**src/rtl/serial_adder_pkg.sv**
```systemverilog
// Shared types and constants for the bit-serial adder: FSM state encoding and width limits.
package serial_adder_pkg;

    localparam int STATE_W   = 2;
    localparam int MAX_WIDTH = 32;

    typedef enum logic [STATE_W-1:0] {
        IDLE = 2'd0,
        ADD  = 2'd1,
        DONE = 2'd2
    } state_e;

endpackage

```
**src/rtl/serial_adder_if.sv**
```systemverilog
// Operand and result handshakes of the serial adder.
// The master side is the producer/consumer; the slave side is the adder.
interface serial_adder_if #(
    parameter int WIDTH = 8
);
    logic             in_valid;
    logic             in_ready;
    logic [WIDTH-1:0] a;
    logic [WIDTH-1:0] b;
    logic             cin;
    logic             out_valid;
    logic             out_ready;
    logic [WIDTH-1:0] sum;
    logic             cout;
    logic             ovf;

    modport master (
        output in_valid, a, b, cin, out_ready,
        input  in_ready, out_valid, sum, cout, ovf
    );

    modport slave (
        input  in_valid, a, b, cin, out_ready,
        output in_ready, out_valid, sum, cout, ovf
    );
endinterface

```
**src/rtl/serial_adder_full_adder.sv**
```systemverilog
// One-bit full-adder cell: the whole arithmetic datapath of the serial adder.
module full_adder (
    input  logic a,
    input  logic b,
    input  logic cin,
    output logic sum,
    output logic cout
);
    assign sum  = a ^ b ^ cin;
    assign cout = (a & b) | (cin & (a ^ b));
endmodule

```
**src/rtl/serial_adder.sv**
```systemverilog
// Bit-serial LSB-first adder: one full-adder cell with a registered carry resolves one bit per clock.
// Every output is a flop or a function of flops only, so nothing on the bus passes inputs straight through.
module serial_adder
    import serial_adder_pkg::*;
#(
    parameter int WIDTH = 8
) (
    input  logic           clk,
    input  logic           rst,
    serial_adder_if.slave  bus
);
    localparam int               CNT_W    = $clog2(WIDTH);
    localparam logic [CNT_W-1:0] LAST_BIT = CNT_W'(WIDTH - 1);

    if (WIDTH < 2 || WIDTH > MAX_WIDTH) begin : g_bad_width
        $error("serial_adder: WIDTH out of range 2..MAX_WIDTH");
    end

    state_e           state_r;
    state_e           state_s;
    logic [WIDTH-1:0] a_sh_r;
    logic [WIDTH-1:0] b_sh_r;
    logic [WIDTH-1:0] sum_sh_r;
    logic [CNT_W-1:0] cnt_r;
    logic             carry_r;
    logic             carry_in_msb_r;
    logic             accept_s;
    logic             last_bit_s;
    logic             fa_sum_s;
    logic             fa_cout_s;

    full_adder u_fa (
        .a    (a_sh_r[0]),
        .b    (b_sh_r[0]),
        .cin  (carry_r),
        .sum  (fa_sum_s),
        .cout (fa_cout_s)
    );

    // State register.
    always_ff @(posedge clk) begin
        if (rst) begin
            state_r <= IDLE;
        end else begin
            state_r <= state_s;
        end
    end

    // Next-state decode and accept / last-bit strobes.
    always_comb begin
        state_s    = state_r;
        accept_s   = 1'b0;
        last_bit_s = 1'b0;
        case (state_r)
            IDLE: begin
                if (bus.in_valid) begin
                    accept_s = 1'b1;
                    state_s  = ADD;
                end else begin
                    state_s  = IDLE;
                end
            end
            ADD: begin
                if (cnt_r == LAST_BIT) begin
                    last_bit_s = 1'b1;
                    state_s    = DONE;
                end else begin
                    state_s    = ADD;
                end
            end
            DONE: begin
                if (bus.out_ready) begin
                    state_s = IDLE;
                end else begin
                    state_s = DONE;
                end
            end
            default: begin
                state_s = IDLE;
            end
        endcase
    end

    // Operand/sum shift registers, bit counter and carry chain; all quiet outside accept and ADD.
    always_ff @(posedge clk) begin
        if (rst) begin
            a_sh_r         <= {WIDTH{1'b0}};
            b_sh_r         <= {WIDTH{1'b0}};
            sum_sh_r       <= {WIDTH{1'b0}};
            cnt_r          <= {CNT_W{1'b0}};
            carry_r        <= 1'b0;
            carry_in_msb_r <= 1'b0;
        end else if (accept_s) begin
            a_sh_r         <= bus.a;
            b_sh_r         <= bus.b;
            sum_sh_r       <= {WIDTH{1'b0}};
            cnt_r          <= {CNT_W{1'b0}};
            carry_r        <= bus.cin;
            carry_in_msb_r <= 1'b0;
        end else if (state_r == ADD) begin
            a_sh_r   <= {1'b0, a_sh_r[WIDTH-1:1]};
            b_sh_r   <= {1'b0, b_sh_r[WIDTH-1:1]};
            sum_sh_r <= {fa_sum_s, sum_sh_r[WIDTH-1:1]};
            carry_r  <= fa_cout_s;
            if (last_bit_s) begin
                // Counter parks on the last bit instead of wrapping; accept clears it.
                carry_in_msb_r <= carry_r;
            end else begin
                cnt_r <= cnt_r + CNT_W'(1);
            end
        end
    end

    assign bus.in_ready  = (state_r == IDLE);
    assign bus.out_valid = (state_r == DONE);
    assign bus.sum       = sum_sh_r;
    assign bus.cout      = carry_r;
    assign bus.ovf       = carry_in_msb_r ^ carry_r;

endmodule
```
**src/flat_wrapper.sv**
```systemverilog
// flat-port wrapper written by rule: the top's interface ports become plain ports
module serial_adder_flat import serial_adder_pkg::*;
#(
    parameter int WIDTH = 8
)
  (clk, rst, bus_in_valid, bus_a, bus_b, bus_cin, bus_out_ready, bus_in_ready, bus_out_valid, bus_sum, bus_cout, bus_ovf);
  serial_adder_if #(.WIDTH(WIDTH)) bus_i ();
  input  logic clk;
  input  logic rst;
  input wire logic [$bits(bus_i.in_valid)-1:0] bus_in_valid;
  input wire logic [$bits(bus_i.a)-1:0] bus_a;
  input wire logic [$bits(bus_i.b)-1:0] bus_b;
  input wire logic [$bits(bus_i.cin)-1:0] bus_cin;
  input wire logic [$bits(bus_i.out_ready)-1:0] bus_out_ready;
  output wire logic [$bits(bus_i.in_ready)-1:0] bus_in_ready;
  output wire logic [$bits(bus_i.out_valid)-1:0] bus_out_valid;
  output wire logic [$bits(bus_i.sum)-1:0] bus_sum;
  output wire logic [$bits(bus_i.cout)-1:0] bus_cout;
  output wire logic [$bits(bus_i.ovf)-1:0] bus_ovf;
  assign bus_i.in_valid = bus_in_valid;
  assign bus_i.a = bus_a;
  assign bus_i.b = bus_b;
  assign bus_i.cin = bus_cin;
  assign bus_i.out_ready = bus_out_ready;
  assign bus_in_ready = bus_i.in_ready;
  assign bus_out_valid = bus_i.out_valid;
  assign bus_sum = bus_i.sum;
  assign bus_cout = bus_i.cout;
  assign bus_ovf = bus_i.ovf;
  serial_adder #(.WIDTH(WIDTH)) u_core (.clk(clk), .rst(rst), .bus(bus_i));
endmodule
```
**config.mk**
```make
export PLATFORM = sky130hd
export DESIGN_NAME = serial_adder_flat
export DESIGN_NICKNAME = d
export VERILOG_FILES = /design/src/rtl/serial_adder_pkg.sv /design/src/rtl/serial_adder_if.sv /design/src/rtl/serial_adder_full_adder.sv /design/src/rtl/serial_adder.sv /design/src/flat_wrapper.sv
export SDC_FILE = /design/constraint.sdc
export NUM_CORES = 1
export LEC_CHECK = 0
export ABC_AREA = 1
export CAP_MARGIN = 25
export CORE_MARGIN = 4
export CORE_UTILIZATION = 45
export DETAILED_ROUTE_END_ITERATION = 8
export GPL_ROUTABILITY_DRIVEN = 1
export HOLD_SLACK_MARGIN = 0.08
export PLACE_DENSITY = 0.79
export REMOVE_ABC_BUFFERS = 1
export SYNTH_ARGS = -nofsm -noshare
export SYNTH_HDL_FRONTEND = slang
export SYNTH_HIERARCHICAL = 1
export SYNTH_SLANG_ARGS = --single-unit
```
**constraint.sdc**
```tcl
create_clock -name clk -period 3.1 [get_ports clk]
set_clock_uncertainty 0.2 [all_clocks]
set_input_delay 0.465 -clock clk [delete_from_list [all_inputs] [get_ports clk]]
set_output_delay 0.465 -clock clk [all_outputs]
set_load 0.01 [all_outputs]
```
==> impl_metrics.ini <==
[layout]
postLayoutCellArea_um2 = 1860
utilization_pct = 59.6
syn2layout_area_growth_pct = 24.5
num-nets-final = 267
drive_gt1_share_pct = 7.41
layout.cells.non_filler = 287
antenna_cells = 0

[clock_tree]
cts.sinks = 31
cts_max_level = 2
clk_pin_slew_ps = 90
cts_resized = 0
clock_latency_ps = 320
root_buffer = clkbuf_4
cts_buffers = 5
tritoncts = built
cts_setup_buffers = 0
postCtsHoldBufs = 0
cts_buffer_depth = 2

[setup_path]
crit_fanout = 17
end_kind = output port
r2r-start = u_core/state_r[0]
setup.worst_path.class = reg -> out
required_ps = 2430
r2r_cells = 5
cp-start-kind = flop
max_stage_delay_ps = 850
arrival_ps = 1770
r2r_end = u_core/bus.sum[0]
r2r_slack_ps = 1010
path_cells = nor2_4 > clkdlybuf4s50_1
cp_slowest_cell = dfxtp_1

[grt]
met2_usage_pct = 25.3
grt_pass1_vias = 1239
grt.overflow.total = 0
antenna_found_initial = 0
grt_usage_pct = 16.4
use_met3_pct = 3.08
grt_max_degree = 21
grt_pass1_wl_um = 5510
grt_busiest_layer = met2
use_met1_pct = 21.8

[logic_synthesis]
yosysMostFrequentCell = nand2_1
synth-seq-cells = 31
synthTopCellsByCount = nand2_1 (76), dfxtp_1 (31), a21oi_1 (28), nand3_1 (28), inv_1 (19)
synth_cell_types = 18
synth-main-ff-cell = dfxtp_1
synth_top_area_share_pct = 41.5
ys_top_cells_by_area = dfxtp_1 (41%), nand2_1 (19%), a21oi_1 (9.4%)
yosys_warnings = 6
syn-instance-count = 214
synth_edf_count = 0
syn_area_um2 = 1500
synth-async-reset-ratio_pct = 0
yosysTopAreaCell = dfxtp_1
avgSynthCellArea_um2 = 6.99
yosysSeqAreaShare_pct = 41.5

[floorplan]
row_count = 20
die_h_um = 65.7
coreArea_um2 = 3130
die_x_um = 65.7
fp.dieArea_um2 = 4310
start_util_pct = 47.8
io_pins = 33

[timing]
finalCriticalPeriod_ps = 2440
whs_ps = 273
max_freq_mhz = 410
worst_pin_slew_ps = 797
fin_ws_ps = 661
period_share_pct = 78.7
slew_headroom_pct = 46.8
hold_viol = 0
setup_viol = 0
fin_tns_setup_ps = 0
rsz0062_at_grt = no
finalMaxSlewViolations = 0

[hold_path]
hold_depth = 2
min_path_type = reg -> reg
hp-start = u_core/a_sh_r[2]
holdPathEnd = u_core/a_sh_r[2]

[drt]
wl_per_cell_um = 11.2
final_antenna_net_count = 0
drc = 0
drt_iter0_markers = 127
wl_um = 3220
vias = 1368
viasPerCell = 4.77
drt-pass1-iter-count = 4

[pwr]
total_power_mw = 0.802
ir_drop_mv = 0.233
p_leak_nw = 0.812
powerDensity_nw_per_um2 = 430

[placed_design]
dpl.hpwl_um = 2210
dpl-instance-area_um2 = 1810
dp.cells = 280
port_buffers = 32
gp_congestion = 0.780
dp_slack_ps = 672

[outcome]
status = complete, no violations

[job]
cap_violations = 0
==> layer usage <==
metal	vias to the layer above	wire, µm	part of all wire, %
met5	-	0	0
met4	0	64	2.0
met3	7	132	4.1
met2	25	1460	45
met1	606	1560	48
li1	730	-	-
==> cell families after synthesis <==
family | synth area share, %
AO/OA/AOI/OAI | 10.5
XOR/XNOR | 0.585
buffers and inverters | 10.9
AND/OR/NAND/NOR | 33.6
flip-flops | 41.5
adder cells (fa/ha/maj) | 3.01
==> flip-flops by register name, indices dropped and copies added, names as in the netlist <==
signal and count:
u_core/state_r 2, u_core/cnt_r 3, u_core/a_sh_r 8, u_core/b_sh_r 8, u_core/carry_in_msb_r 1, u_core/bus.sum 8
u_core/bus.cout 1
==> report_power, final <==
group	internal, mW	switching [mW]	leakage, nW
registers	0.418	0.0195	0.254
clock network	0.105	0.131	0.0341
logic	0.0591	0.0687	0.525
==> worst max-delay path: cells and delay by family, from the launching register on <==
kind                   cells  cell delay, ps
buffers and inverters      1             510
flip-flops                 1             850
AND/OR/NAND/NOR            1              80
==> cell usage in the layout (no fill, tap or decap), types with 2 or more instances in the layout <==
| master | Yosys | routed |
|---|---|---|
| nand3_1 | 28 | 28 |
| a21oi_1 | 28 | 28 |
| inv_2 | 3 | 3 |
| ha_1 | 2 | 2 |
| nand2_1 | 76 | 76 |
| clkbuf_4 | 0 | 5 |
| dfxtp_1 | 31 | 31 |
| clkdlybuf4s50_1 | 0 | 32 |
| nor2_1 | 7 | 7 |
| inv_1 | 19 | 19 |
| buf_4 | 1 | 2 |
| nor2_4 | 3 | 3 |
==> area by class of cell <==
cell class	instances	area, µm²
multi-input cells	149	713
flip-flops and latches	31	621
repair buffers	34	335
fillers	308	1260
inverters	22	82.6
well taps	44	55.1
clock inverters	1	5.00
clock buffers	6	51.3
==> worst max path at each step <==
| stage | start | end | slack [ps] | cells past startpoint |
|---|---|---|---|---|
| after floorplan | u_core/state_r[0] | u_core/bus.sum[0] | 1440 | 4 |
| after global placement | bus_in_valid | u_core/bus.sum[0] | 720 | 4 |
| after detailed placement | bus_in_valid | u_core/cnt_r[2] | 670 | 4 |
| after CTS | u_core/state_r[0] | bus_out_valid | 650 | 2 |
| after global routing | u_core/state_r[0] | bus_out_valid | 580 | 2 |
| final | u_core/state_r[0] | bus_out_valid | 660 | 2 |
Power figures use the tool's default switching activity.
